`src/rtl/adsr_envelope_stepper_pkg.sv`:
```
// Shared stage encodings and widths for the ADSR envelope stepper.
package adsr_envelope_stepper_pkg;

  localparam int STAGE_W = 3;

  localparam logic [STAGE_W-1:0] ST_IDLE    = 3'd0;
  localparam logic [STAGE_W-1:0] ST_ATTACK  = 3'd1;
  localparam logic [STAGE_W-1:0] ST_DECAY   = 3'd2;
  localparam logic [STAGE_W-1:0] ST_SUSTAIN = 3'd3;
  localparam logic [STAGE_W-1:0] ST_RELEASE = 3'd4;

endpackage

```
`src/rtl/adsr_envelope_stepper_edge_sync.sv`:
```
// Two-flop synchroniser for an asynchronous input, followed by a one-cycle
// rising/falling edge pulse generator in the clk domain.
module adsr_envelope_stepper_edge_sync (
  input  logic clk,
  input  logic rst_n,
  input  logic i_async,
  output logic o_rise,
  output logic o_fall
);

  logic r_q1;
  logic r_q2;
  logic r_prev;

  // Synchronise the input and remember the previous synchronised value.
  always_ff @(posedge clk or negedge rst_n) begin
    if (!rst_n) begin
      r_q1   <= 1'b0;
      r_q2   <= 1'b0;
      r_prev <= 1'b0;
    end else begin
      r_q1   <= i_async;
      r_q2   <= r_q1;
      r_prev <= r_q2;
    end
  end

  assign o_rise = r_q2 & ~r_prev;
  assign o_fall = ~r_q2 & r_prev;

endmodule

```
`src/rtl/adsr_envelope_stepper.sv`:
```
// ADSR envelope stepper: turns synchronised rate-clock edges into level steps
// and sequences attack/decay/sustain/release under control of the note gate.
//
//  state      | meaning
//  -----------+---------------------------------------------------------
//  ST_IDLE    | no note; level held at 0, rate steps ignored
//  ST_ATTACK  | level climbs by STEP per attack edge up to full scale
//  ST_DECAY   | level falls by STEP per decay edge down to sustain target
//  ST_SUSTAIN | level tracks the sustain pot every cycle
//  ST_RELEASE | level falls by STEP per release edge down to 0
module adsr_envelope_stepper
  import adsr_envelope_stepper_pkg::*;
#(
  parameter int ENV_W = 8,
  parameter int STEP  = 1
) (
  input  logic               clk,
  input  logic               rst_n,
  input  logic               gate,
  input  logic               attack_clk,
  input  logic               decay_clk,
  input  logic               release_clk,
  input  logic [9:0]         sustain_level,
  output logic [ENV_W-1:0]   env_level,
  output logic [STAGE_W-1:0] stage,
  output logic               active
);

  localparam logic [ENV_W:0] FULL_X = {1'b0, {ENV_W{1'b1}}};
  localparam logic [ENV_W:0] STEP_X = (ENV_W+1)'(STEP);

  logic               w_gate_rise;
  logic               w_gate_fall;
  logic               w_atk_step;
  logic               w_dec_step;
  logic               w_rel_step;
  logic               w_atk_unused;
  logic               w_dec_unused;
  logic               w_rel_unused;
  logic               w_unused_lsb;

  logic [ENV_W-1:0]   r_env;
  logic [STAGE_W-1:0] r_stage;
  logic [ENV_W-1:0]   w_env_nxt;
  logic [STAGE_W-1:0] w_stage_nxt;

  logic [ENV_W-1:0]   w_target;
  logic [ENV_W:0]     w_env_x;
  logic [ENV_W:0]     w_tgt_x;
  logic [ENV_W:0]     w_sum;
  logic [ENV_W:0]     w_diff;
  logic               w_dec_hit;

  adsr_envelope_stepper_edge_sync u_sync_gate (
    .clk(clk), .rst_n(rst_n), .i_async(gate),
    .o_rise(w_gate_rise), .o_fall(w_gate_fall)
  );
  adsr_envelope_stepper_edge_sync u_sync_atk (
    .clk(clk), .rst_n(rst_n), .i_async(attack_clk),
    .o_rise(w_atk_step), .o_fall(w_atk_unused)
  );
  adsr_envelope_stepper_edge_sync u_sync_dec (
    .clk(clk), .rst_n(rst_n), .i_async(decay_clk),
    .o_rise(w_dec_step), .o_fall(w_dec_unused)
  );
  adsr_envelope_stepper_edge_sync u_sync_rel (
    .clk(clk), .rst_n(rst_n), .i_async(release_clk),
    .o_rise(w_rel_step), .o_fall(w_rel_unused)
  );

  // Only the top ENV_W bits of the pot set the target; the rest are dropped.
  assign w_target     = sustain_level[9 -: ENV_W];
  assign w_unused_lsb = ^sustain_level;

  // One guard bit so an add past full scale or a subtract below 0 is visible.
  assign w_env_x   = {1'b0, r_env};
  assign w_tgt_x   = {1'b0, w_target};
  assign w_sum     = w_env_x + STEP_X;
  assign w_diff    = w_env_x - STEP_X;
  assign w_dec_hit = (w_env_x < STEP_X) || (w_diff <= w_tgt_x);

  // Next stage/level: gate events take priority over any step in the same cycle.
  always_comb begin
    w_stage_nxt = r_stage;
    w_env_nxt   = r_env;
    if (w_gate_rise) begin
      w_stage_nxt = ST_ATTACK;
    end else if (w_gate_fall &&
                 (r_stage == ST_ATTACK || r_stage == ST_DECAY || r_stage == ST_SUSTAIN)) begin
      w_stage_nxt = ST_RELEASE;
    end else begin
      case (r_stage)
        ST_ATTACK: begin
          if (w_atk_step) begin
            if (w_sum >= FULL_X) begin
              w_env_nxt   = FULL_X[ENV_W-1:0];
              w_stage_nxt = ST_DECAY;
            end else begin
              w_env_nxt = w_sum[ENV_W-1:0];
            end
          end
        end
        ST_DECAY: begin
          if (w_tgt_x >= w_env_x) begin
            w_env_nxt   = w_target;
            w_stage_nxt = ST_SUSTAIN;
          end else if (w_dec_step) begin
            if (w_dec_hit) begin
              w_env_nxt   = w_target;
              w_stage_nxt = ST_SUSTAIN;
            end else begin
              w_env_nxt = w_diff[ENV_W-1:0];
            end
          end
        end
        ST_SUSTAIN: begin
          w_env_nxt = w_target;
        end
        ST_RELEASE: begin
          // A release entered at level 0 has nothing left to do.
          if (r_env == '0) begin
            w_stage_nxt = ST_IDLE;
          end else if (w_rel_step) begin
            if (w_env_x <= STEP_X) begin
              w_env_nxt   = '0;
              w_stage_nxt = ST_IDLE;
            end else begin
              w_env_nxt = w_diff[ENV_W-1:0];
            end
          end
        end
        default: begin
          w_env_nxt   = '0;
          w_stage_nxt = ST_IDLE;
        end
      endcase
    end
  end

  // Stage and level registers; reset drops straight to idle with no tail.
  always_ff @(posedge clk or negedge rst_n) begin
    if (!rst_n) begin
      r_stage <= ST_IDLE;
      r_env   <= '0;
    end else begin
      r_stage <= w_stage_nxt;
      r_env   <= w_env_nxt;
    end
  end

  assign env_level = r_env;
  assign stage     = r_stage;
  assign active    = (r_stage != ST_IDLE);

endmodule

```
`config.mk`:
```
export PLATFORM = sky130hd
export DESIGN_NAME = adsr_envelope_stepper
export DESIGN_NICKNAME = d
export VERILOG_FILES = /design/src/rtl/adsr_envelope_stepper_pkg.sv /design/src/rtl/adsr_envelope_stepper_edge_sync.sv /design/src/rtl/adsr_envelope_stepper.sv
export SDC_FILE = /design/constraint.sdc
export NUM_CORES = 1
export LEC_CHECK = 0
export CAP_MARGIN = 20
export CORE_MARGIN = 8
export CORE_UTILIZATION = 40
export CTS_BUF_LIST = sky130_fd_sc_hd__clkbuf_2
export CTS_CLUSTER_DIAMETER = 100
export DETAILED_ROUTE_END_ITERATION = 7
export GPL_TIMING_DRIVEN = 0
export PLACE_DENSITY_LB_ADDON = 0.25
export REMOVE_ABC_BUFFERS = 1
export SKIP_CTS_REPAIR_TIMING = 1
export SYNTH_ARGS = -nofsm -noshare
export SYNTH_HDL_FRONTEND = slang
export SYNTH_SLANG_ARGS = --single-unit
```
`constraint.sdc`:
```
create_clock -name clk -period 2.96 [get_ports clk]
set_clock_uncertainty 0.05 [all_clocks]
set_input_delay 0.592 -clock clk [delete_from_list [all_inputs] [get_ports clk]]
set_output_delay 0.592 -clock clk [all_outputs]
set_load 0.03 [all_outputs]
```
==> flow_metrics.py, run 1 <==
metrics = {
    "routing": {
        "drt_iter0_markers": 187,
        "vias": 1887,
        "ant_nets": 0,
        "routedWlPerCell_um": 16.6,
        "dr.pass1.iters": 4,
        "routed_wl_mm": 5.68,
        "viasPerCell": 5.52,
        "drc": 0,
    },
    "sta": {
        "setup_slack_ns": -0.155,
        "rsz0062_at_grt": "yes",
        "maxSlewViolCount": 0,
        "finalCritPeriodShare": 1.05,
        "layout_min_cycle_time_ns": 3.12,
        "tns_ns": -0.338,
        "tightest_slew_ns": 0.530,
        "setup_viol": 6,
        "hold_viol_final": 0,
        "slew_headroom": 0.647,
        "fmax_ghz": 0.321,
    },
    "yosys": {
        "synth_edf_count": 0,
        "yosys.area_share.simple": 0.187,
        "synth.area.top_cells": "dfrtp_1 29%, ha_1 13%, a21oi_1 5.0%",
        "synthMuxAreaShare": 0.0101,
        "synthFlopType": "dfrtp_1",
        "seq_area_frac_synth": 0.289,
        "yosysTopAreaCell": "dfrtp_1",
        "synth_top_area_share": 0.289,
        "async_flop_share": 1.00,
        "syn_avg_cell_area_um2": 8.53,
        "yosysWarnings": 0,
        "synthCells": 233,
        "synth_top_family_by_area": "compound AO/OA/AOI/OAI gates",
        "ys_types": 53,
        "syn_area_mm2": 0.00199,
        "synth-xor-area-share": 0.0396,
        "ys_ff_latch": 23,
        "synth_compound_area_frac": 0.261,
        "synth_adder_area_share": 0.132,
    },
    "worst_setup_path": {
        "criticalPathCategory": "register to register",
        "cp.arrival_ns": 3.30,
        "startpoint_type": "register",
        "cp.required_ns": 3.14,
        "critPathMaxFanout": 6,
        "r2r_cells": 12,
        "end_kind": "register",
    },
    "clocking": {
        "cts_buffers": 3,
        "root_buffer": "clkbuf_2",
        "cts_sinks": 23,
        "worst_skew_pair.late_latency_ns": 0.33,
        "ctsHtreeMaxLevel": 1,
        "cts_tree": "built",
        "clkTransAtPathRegs_ns": 0.20,
        "clk_path_buf_depth": 2,
    },
    "grt": {
        "grt.busiest_layer": "met2",
        "grt_use_met3": 0.0331,
        "grt_pass1_wl_mm": 8.86,
        "grt_max_degree": 24,
        "use_met2": 0.240,
        "grt_use_total": 0.147,
        "grt_pass1_vias": 1728,
        "antenna_found_initial": 0,
        "met1_usage": 0.196,
        "grt_overflow": 0,
    },
    "finish": {
        "final_cell_mix": "25 x clkdlybuf4s50_1, 21 x inv_1, 20 x nand2_1, 20 x buf_4, 19 x ha_1",
        "area_growth_pct": 33.4,
        "fin_nets": 313,
        "drive_gt1_frac": 0.255,
        "final_common_cell": "clkdlybuf4s50_1",
        "num-fill-cells": 432,
        "diodes": 0,
    },
    "job": {
        "maxCapViolations": 0,
    },
    "die": {
        "fp.coreArea_mm2": 0.00475,
        "initial_core_util": 0.418,
        "placementRows": 25,
        "die_y_um": 86.5,
        "dieArea_mm2": 0.00748,
        "num_io_pins": 28,
        "die_x_um": 86.5,
    },
    "pwr": {
        "power_frac_comb": 0.791,
        "clockPowerShare": 0.037,
        "p_total_mw": 3.30,
        "switchingPower_mw": 1.72,
        "p_leak_nw": 1.08,
        "swShare": 0.521,
        "p_per_area_mw_per_mm2": 1240,
        "seqPwrFrac": 0.172,
        "ir_drop_uv": 499,
        "intPower_mw": 1.58,
    },
    "hold_path": {
        "hp-class": "register to register",
        "hold_depth": 0,
    },
    "placement": {
        "gp_congestion": 0.884,
        "portBuffers": 25,
        "post-dp-hpwl_mm": 4.03,
    },
    "status": {
        "failed_checks": "setup timing",
        "status": "complete, but fails checks",
    },
}
[critical path, cell delays in order, from the launching register on]
cell	delay [ns]
dfrtp_2	0.50
nor2_4	0.19
nand2_4	0.10
o41ai_4	0.33
nand2_1	0.16
ha_4	0.30
nand3_4	0.09
a211oi_2	0.20
a2bb2oi_2	0.26
o211ai_1	0.17
o21a_1	0.24
a221oi_2	0.30
o21ai_1	0.11
[synth_stat cells (4+ instances only)]
cell      instances
o21ai_0           6
xnor2_1           8
nand2_1          23
inv_1            23
o221ai_1          6
ha_1             21
buf_4             6
a211oi_1          5
a31oi_1           4
dfrtp_1          23
nor2_1           13
nand2b_1          4
a21oi_1          20
nand3_1          11
nor2b_1           6
[final cells by class]
type,instances,area [um2],area share
multi-input cells,177,1420,0.537
flip-flops and latches,23,586,0.221
repair buffers,48,447,0.168
inverters,23,91.3,0.0345
well taps,67,83.8,0.0316
clock buffers,3,15.0,0.00566
clock inverters,1,5.00,0.00189
[layer usage]
layer / up-vias / share of wire
li1: 921 / -
met1: 895 / 0.45
met2: 67 / 0.48
met3: 4 / 0.069
met4: 0 / 0.0070
met5: - / 0
[through the flow]
step	utilization	hold WS, ns	worst slack, ns	instances	instance area [um2]
2_1_floorplan	-	0.246	-0.272	223	1910
3_3_place_gp	0.473	0.281	-0.829	315	2250
3_5_place_dp	0.473	0.286	-0.866	315	2250
4_1_cts	0.477	0.330	-0.907	319	2270
5_1_grt	0.558	0.343	-0.253	342	2650
6_report	0.558	0.326	-0.155	342	2650
[sequential cells by signal, summed over array words and instances, names as in the netlist]
name,flops
u_sync_gate.r_prev,1
u_sync_atk.r_q1,1
u_sync_dec.r_prev,1
stage,3
u_sync_dec.r_q1,1
u_sync_rel.r_prev,1
env_level,8
u_sync_atk.r_prev,1
u_sync_gate.r_q1,1
u_sync_rel.r_q2,1
u_sync_dec.r_q2,1
u_sync_atk.r_q2,1
u_sync_rel.r_q1,1
u_sync_gate.r_q2,1
[power by group through the flow]
stage	sequential [mW]	combinational, mW	clock, mW
global route	0.584	2.83	0.142
floorplan	0.657	1.21	0
finish	0.568	2.61	0.121
detailed placement	0.599	1.83	0
CTS	0.593	1.84	0.131
global placement	0.599	1.80	0
[kinds of logic (layout without fill, tap and decap cells)]
group                      count (synthesis)  after routing
AOI/OAI and AO/OA                         72             72
adders and majority gates                 21             21
and+or+nand+nor                           73             73
DFF                                       23             23
xor gates and xnor gates                   9              9
muxes                                      2              2
buffers and inverters                     33             75
[path summary, 6_finish.rpt]
| check | startpoint | slack, ns | to |
|---|---|---|---|
| worst max-delay path | env_level[2] | -0.16 | env_level[4] |
| worst min-delay path | u_sync_atk.r_q1 | 0.33 | u_sync_atk.r_q2 |
| worst max register to register | env_level[2] | -0.16 | env_level[4] |
| worst min register to register | u_sync_atk.r_q1 | 0.33 | u_sync_atk.r_q2 |
| max in group asynchronous | rst_n | 1.87 | env_level[0] |
| min in group asynchronous | rst_n | 0.52 | u_sync_atk.r_q1 |
(Power assumes the default switching activity.)
==> inputs of run 2 (changes only) <==
Settings changed: CORE_MARGIN 8 to 3, SLEW_MARGIN from default to 20.
==> flow_metrics.py, run 2 (synthesis gave the netlist of run 1 again) <==
metrics = {
    "sta": {
        "maxSlewViolCount": 0,
        "rsz0062_at_grt": "yes",
        "slew_headroom": 0.653,
        "finalCritPeriodShare": 1.06,
        "setup_viol": 7,
        "fmax_ghz": 0.318,
        "layout_min_cycle_time_ns": 3.14,
        "hold_viol_final": 0,
        "setup_slack_ns": -0.185,
        "tightest_slew_ns": 0.520,
    },
    "clocking": {
        "clk_path_buf_depth": 2,
        "worst_skew_pair.late_latency_ns": 0.33,
        "cts_tree": "built",
        "clkTransAtPathRegs_ns": 0.21,
        "cts_buffers": 3,
        "cts_sinks": 23,
        "ctsHtreeMaxLevel": 1,
        "root_buffer": "clkbuf_2",
    },
    "worst_setup_path": {
        "end_kind": "register",
        "cp.arrival_ns": 3.35,
        "startpoint_type": "register",
        "r2r_cells": 13,
        "cp.required_ns": 3.17,
        "critPathMaxFanout": 4,
        "criticalPathCategory": "register to register",
    },
    "job": {
        "maxCapViolations": 0,
    },
    "die": {
        "fp.coreArea_mm2": 0.00475,
        "num_io_pins": 28,
        "dieArea_mm2": 0.00585,
        "die_y_um": 76.5,
        "die_x_um": 76.5,
        "placementRows": 25,
        "initial_core_util": 0.418,
    },
    "finish": {
        "final_cell_mix": "24 x clkdlybuf4s50_1, 21 x inv_1, 20 x nand2_1",
        "final_core_util": 0.552,
        "fin_nets": 312,
        "largest_register_ffs": 8,
        "final_common_cell": "clkdlybuf4s50_1",
        "drive_gt1_frac": 0.230,
        "diodes": 0,
        "area_growth_pct": 32.0,
    },
    "routing": {
        "dr.pass1.iters": 7,
        "viasPerCell": 5.65,
        "drt_iter0_markers": 191,
        "routedWlPerCell_um": 15.7,
        "drc": 0,
        "vias": 1927,
        "ant_nets": 0,
        "routed_wl_mm": 5.37,
    },
    "grt": {
        "antenna_found_initial": 0,
        "grt_overflow": 0,
        "grt_use_total": 0.172,
        "grt_pass1_wl_mm": 8.31,
        "grt_max_degree": 24,
        "grt_pass1_vias": 1764,
    },
    "pwr": {
        "p_leak_nw": 1.07,
        "p_per_area_mw_per_mm2": 1270,
        "ir_drop_uv": 687,
        "p_total_mw": 3.34,
    },
    "status": {
        "failed_checks": "setup timing",
        "status": "complete, but fails checks",
    },
    "placement": {
        "portBuffers": 25,
        "gp_congestion": 0.888,
        "post-dp-hpwl_mm": 3.79,
    },
    "hold_path": {
        "hp-class": "input pin to async pin",
    },
}
[run 2: layer usage]
metal  track usage  vias to the layer above  wire (um)
met5             0                        -          0
met4        0.0417                        0         36
met3        0.0319                        4        316
met2         0.278                       69       2670
met1         0.237                      922       2340
li1              -                      932          -
[run 2: area by class of cell]
cell class / count / area [um2]
fillers: 428 / 2130
flip-flops and latches: 23 / 586
inverters: 23 / 91.3
clock buffers: 3 / 15.0
clock inverters: 1 / 7.51
repair buffers: 47 / 430
well taps: 67 / 83.8
multi-input cells: 177 / 1410
[run 2: path summary, 6_finish.rpt]
kind                       slack (ns)          endpoint              from
hold reg to reg                  0.33  u_sync_gate.r_q2  u_sync_gate.r_q1
min in group clk                 0.33  u_sync_gate.r_q2  u_sync_gate.r_q1
setup reg to reg                -0.18      env_level[1]      env_level[1]
setup / recovery                -0.18      env_level[1]      env_level[1]
hold / removal                   0.13          stage[2]             rst_n
max in group asynchronous        2.38      env_level[6]             rst_n
[run 2: stage by stage]
| stage | instances | worst slack (ns) | TNS, ns | instance area [um2] | hold slack, ns |
|---|---|---|---|---|---|
| after floorplan | 223 | -0.272 | -1.27 | 1910 | 0.246 |
| after global placement | 315 | -0.769 | -5.43 | 2250 | 0.282 |
| after detailed placement | 315 | -0.733 | -5.29 | 2250 | 0.285 |
| after CTS | 319 | -0.801 | -5.88 | 2270 | 0.333 |
| after global routing | 341 | -0.341 | -2.33 | 2620 | 0.109 |
| final | 341 | -0.185 | -0.887 | 2620 | 0.130 |
[run 2: power breakdown]
part / internal (mW) / total [mW] / switching, mW
Combinational: 1.20 / 2.62 / 1.43
Clock: 0.0314 / 0.125 / 0.0931
Sequential: 0.391 / 0.594 / 0.203
Total: 1.62 / 3.34 / 1.72
[run 2: critical path: stages, from the launching register on]
cell and delay (ns):
dfrtp_2 0.50, buf_6 0.14, nor2_4 0.14, nand2_4 0.08, o41ai_4 0.35, nand2_2 0.12
ha_4 0.29, nand3_4 0.11, a211oi_2 0.25, a2bb2oi_4 0.20, o2111ai_1 0.20, a21oi_2 0.32
a21oi_1 0.11, o221ai_1 0.20
==> inputs of run 3 (changes only) <==
Clock period 2.96 ns to 3.2 ns, I/O delays scaled along.
==> flow_metrics.py, run 3 (synthesis gave the netlist of run 1 again) <==
metrics = {
    "clocking": {
        "cts_buffers": 3,
        "ctsHtreeMaxLevel": 1,
        "clkTransAtPathRegs_ns": 0.21,
        "clk_path_buf_depth": 2,
        "worst_skew_pair.late_latency_ns": 0.33,
        "root_buffer": "clkbuf_2",
        "cts_sinks": 23,
        "cts_tree": "built",
    },
    "grt": {
        "grt_pass1_vias": 1764,
        "met1_usage": 0.237,
        "grt_overflow": 0,
        "grt.busiest_layer": "met2",
        "grt_use_total": 0.172,
        "antenna_found_initial": 0,
        "grt_max_degree": 24,
        "grt_use_met3": 0.0319,
        "grt_pass1_wl_mm": 8.31,
        "use_met2": 0.278,
    },
    "worst_setup_path": {
        "end_kind": "register",
        "critPathMaxFanout": 6,
        "startpoint_type": "register",
        "cp.arrival_ns": 3.37,
        "cp.required_ns": 3.40,
        "criticalPathCategory": "register to register",
        "r2r_slack_ns": 0.04,
    },
    "routing": {
        "routedWlPerCell_um": 15.6,
        "ant_nets": 0,
        "drt_iter0_markers": 167,
        "drc": 0,
        "routed_wl_mm": 5.31,
        "vias": 1923,
        "viasPerCell": 5.66,
        "dr.pass1.iters": 4,
    },
    "finish": {
        "area_growth_pct": 30.8,
        "drive_gt1_frac": 0.223,
        "final_core_util": 0.547,
        "diodes": 0,
        "fin_nets": 311,
        "multi_input_area_mm2": 0.00141,
        "num-fill-cells": 429,
        "final_common_cell": "clkdlybuf4s50_1",
        "final_cell_mix": "24 x clkdlybuf4s50_1, 21 x inv_1, 20 x nand2_1",
        "largest_register_ffs": 8,
        "seq_area_um2": 586,
        "design_area_mm2": 0.00260,
    },
    "hold_path": {
        "hp-class": "input pin to async pin",
    },
    "placement": {
        "gp_congestion": 0.888,
        "postPlaceCellArea_mm2": 0.00225,
        "place_ws_ns": -0.493,
        "post-dp-hpwl_mm": 3.79,
        "portBuffers": 25,
    },
    "sta": {
        "fmax_ghz": 0.316,
        "setup_viol": 0,
        "layout_min_cycle_time_ns": 3.16,
        "finalCritPeriodShare": 0.989,
        "hold_viol_final": 0,
        "slew_headroom": 0.655,
        "setup_slack_ns": 0.0363,
        "rsz0062_at_grt": "yes",
        "tightest_slew_ns": 0.510,
        "maxSlewViolCount": 0,
    },
    "die": {
        "num_io_pins": 28,
        "initial_core_util": 0.418,
        "die_x_um": 76.5,
        "placementRows": 25,
        "die_y_um": 76.5,
        "fp.coreArea_mm2": 0.00475,
        "dieArea_mm2": 0.00585,
    },
    "pwr": {
        "p_total_mw": 3.05,
        "ir_drop_uv": 620,
        "p_leak_nw": 1.07,
        "p_per_area_mw_per_mm2": 1170,
    },
    "status": {
        "status": "complete, no violations",
    },
    "job": {
        "maxCapViolations": 0,
    },
}
==> run 3: layer usage <==
metal  up-vias  wire length, um
li1        926                -
met1       919             2290
met2        72             2620
met3         6              344
met4         0               57
met5         -                0
==> run 3: critical path: stages (launching register included) <==
cell       delay [ns]
dfrtp_2          0.51
buf_6            0.15
nor2_4           0.12
nand2_4          0.08
o41ai_4          0.35
nand2_2          0.12
ha_4             0.29
nand3_4          0.11
a211oi_2         0.26
a2bb2oi_4        0.21
o2111ai_1        0.21
a21oi_2          0.32
a21oi_1          0.11
o221ai_1         0.20
==> run 3: power by group <==
group	leakage [nW]	internal, mW	total [mW]	switching [mW]
Sequential	0.273	0.362	0.547	0.185
Clock	0.0126	0.0291	0.114	0.0847
Combinational	0.780	1.08	2.39	1.31
Total	1.07	1.47	3.05	1.58
==> run 3: metrics by stage <==
| step | hold slack, ns | instances | setup TNS (ns) |
|---|---|---|---|
| after detailed placement | 0.285 | 315 | -3.13 |
| after global routing | 0.157 | 340 | -0.408 |
| after floorplan | 0.281 | 223 | -0.0431 |
| final | 0.183 | 340 | 0 |
| after global placement | 0.282 | 315 | -3.27 |
| after CTS | 0.333 | 319 | -3.72 |
==> run 3: layout make-up <==
| type | count | share of cell area |
|---|---|---|
| Clock buffer | 3 | 0.00577 |
| Sequential cell | 23 | 0.225 |
| Multi-Input combinational cell | 177 | 0.541 |
| Inverter | 23 | 0.0351 |
| Clock inverter | 1 | 0.00289 |
| Timing Repair Buffer | 46 | 0.158 |
| Tap cell | 67 | 0.0322 |
==> run 3: worst paths after layout <==
kind / from / endpoint / cells past startpoint
setup / recovery: env_level[0] / env_level[1] / 13
setup reg to reg: env_level[0] / env_level[1] / 13
hold reg to reg: u_sync_gate.r_q1 / u_sync_gate.r_q2 / 0
min in group clk: u_sync_gate.r_q1 / u_sync_gate.r_q2 / 0
max in group asynchronous: rst_n / env_level[6] / 1
hold / removal: rst_n / stage[2] / 1
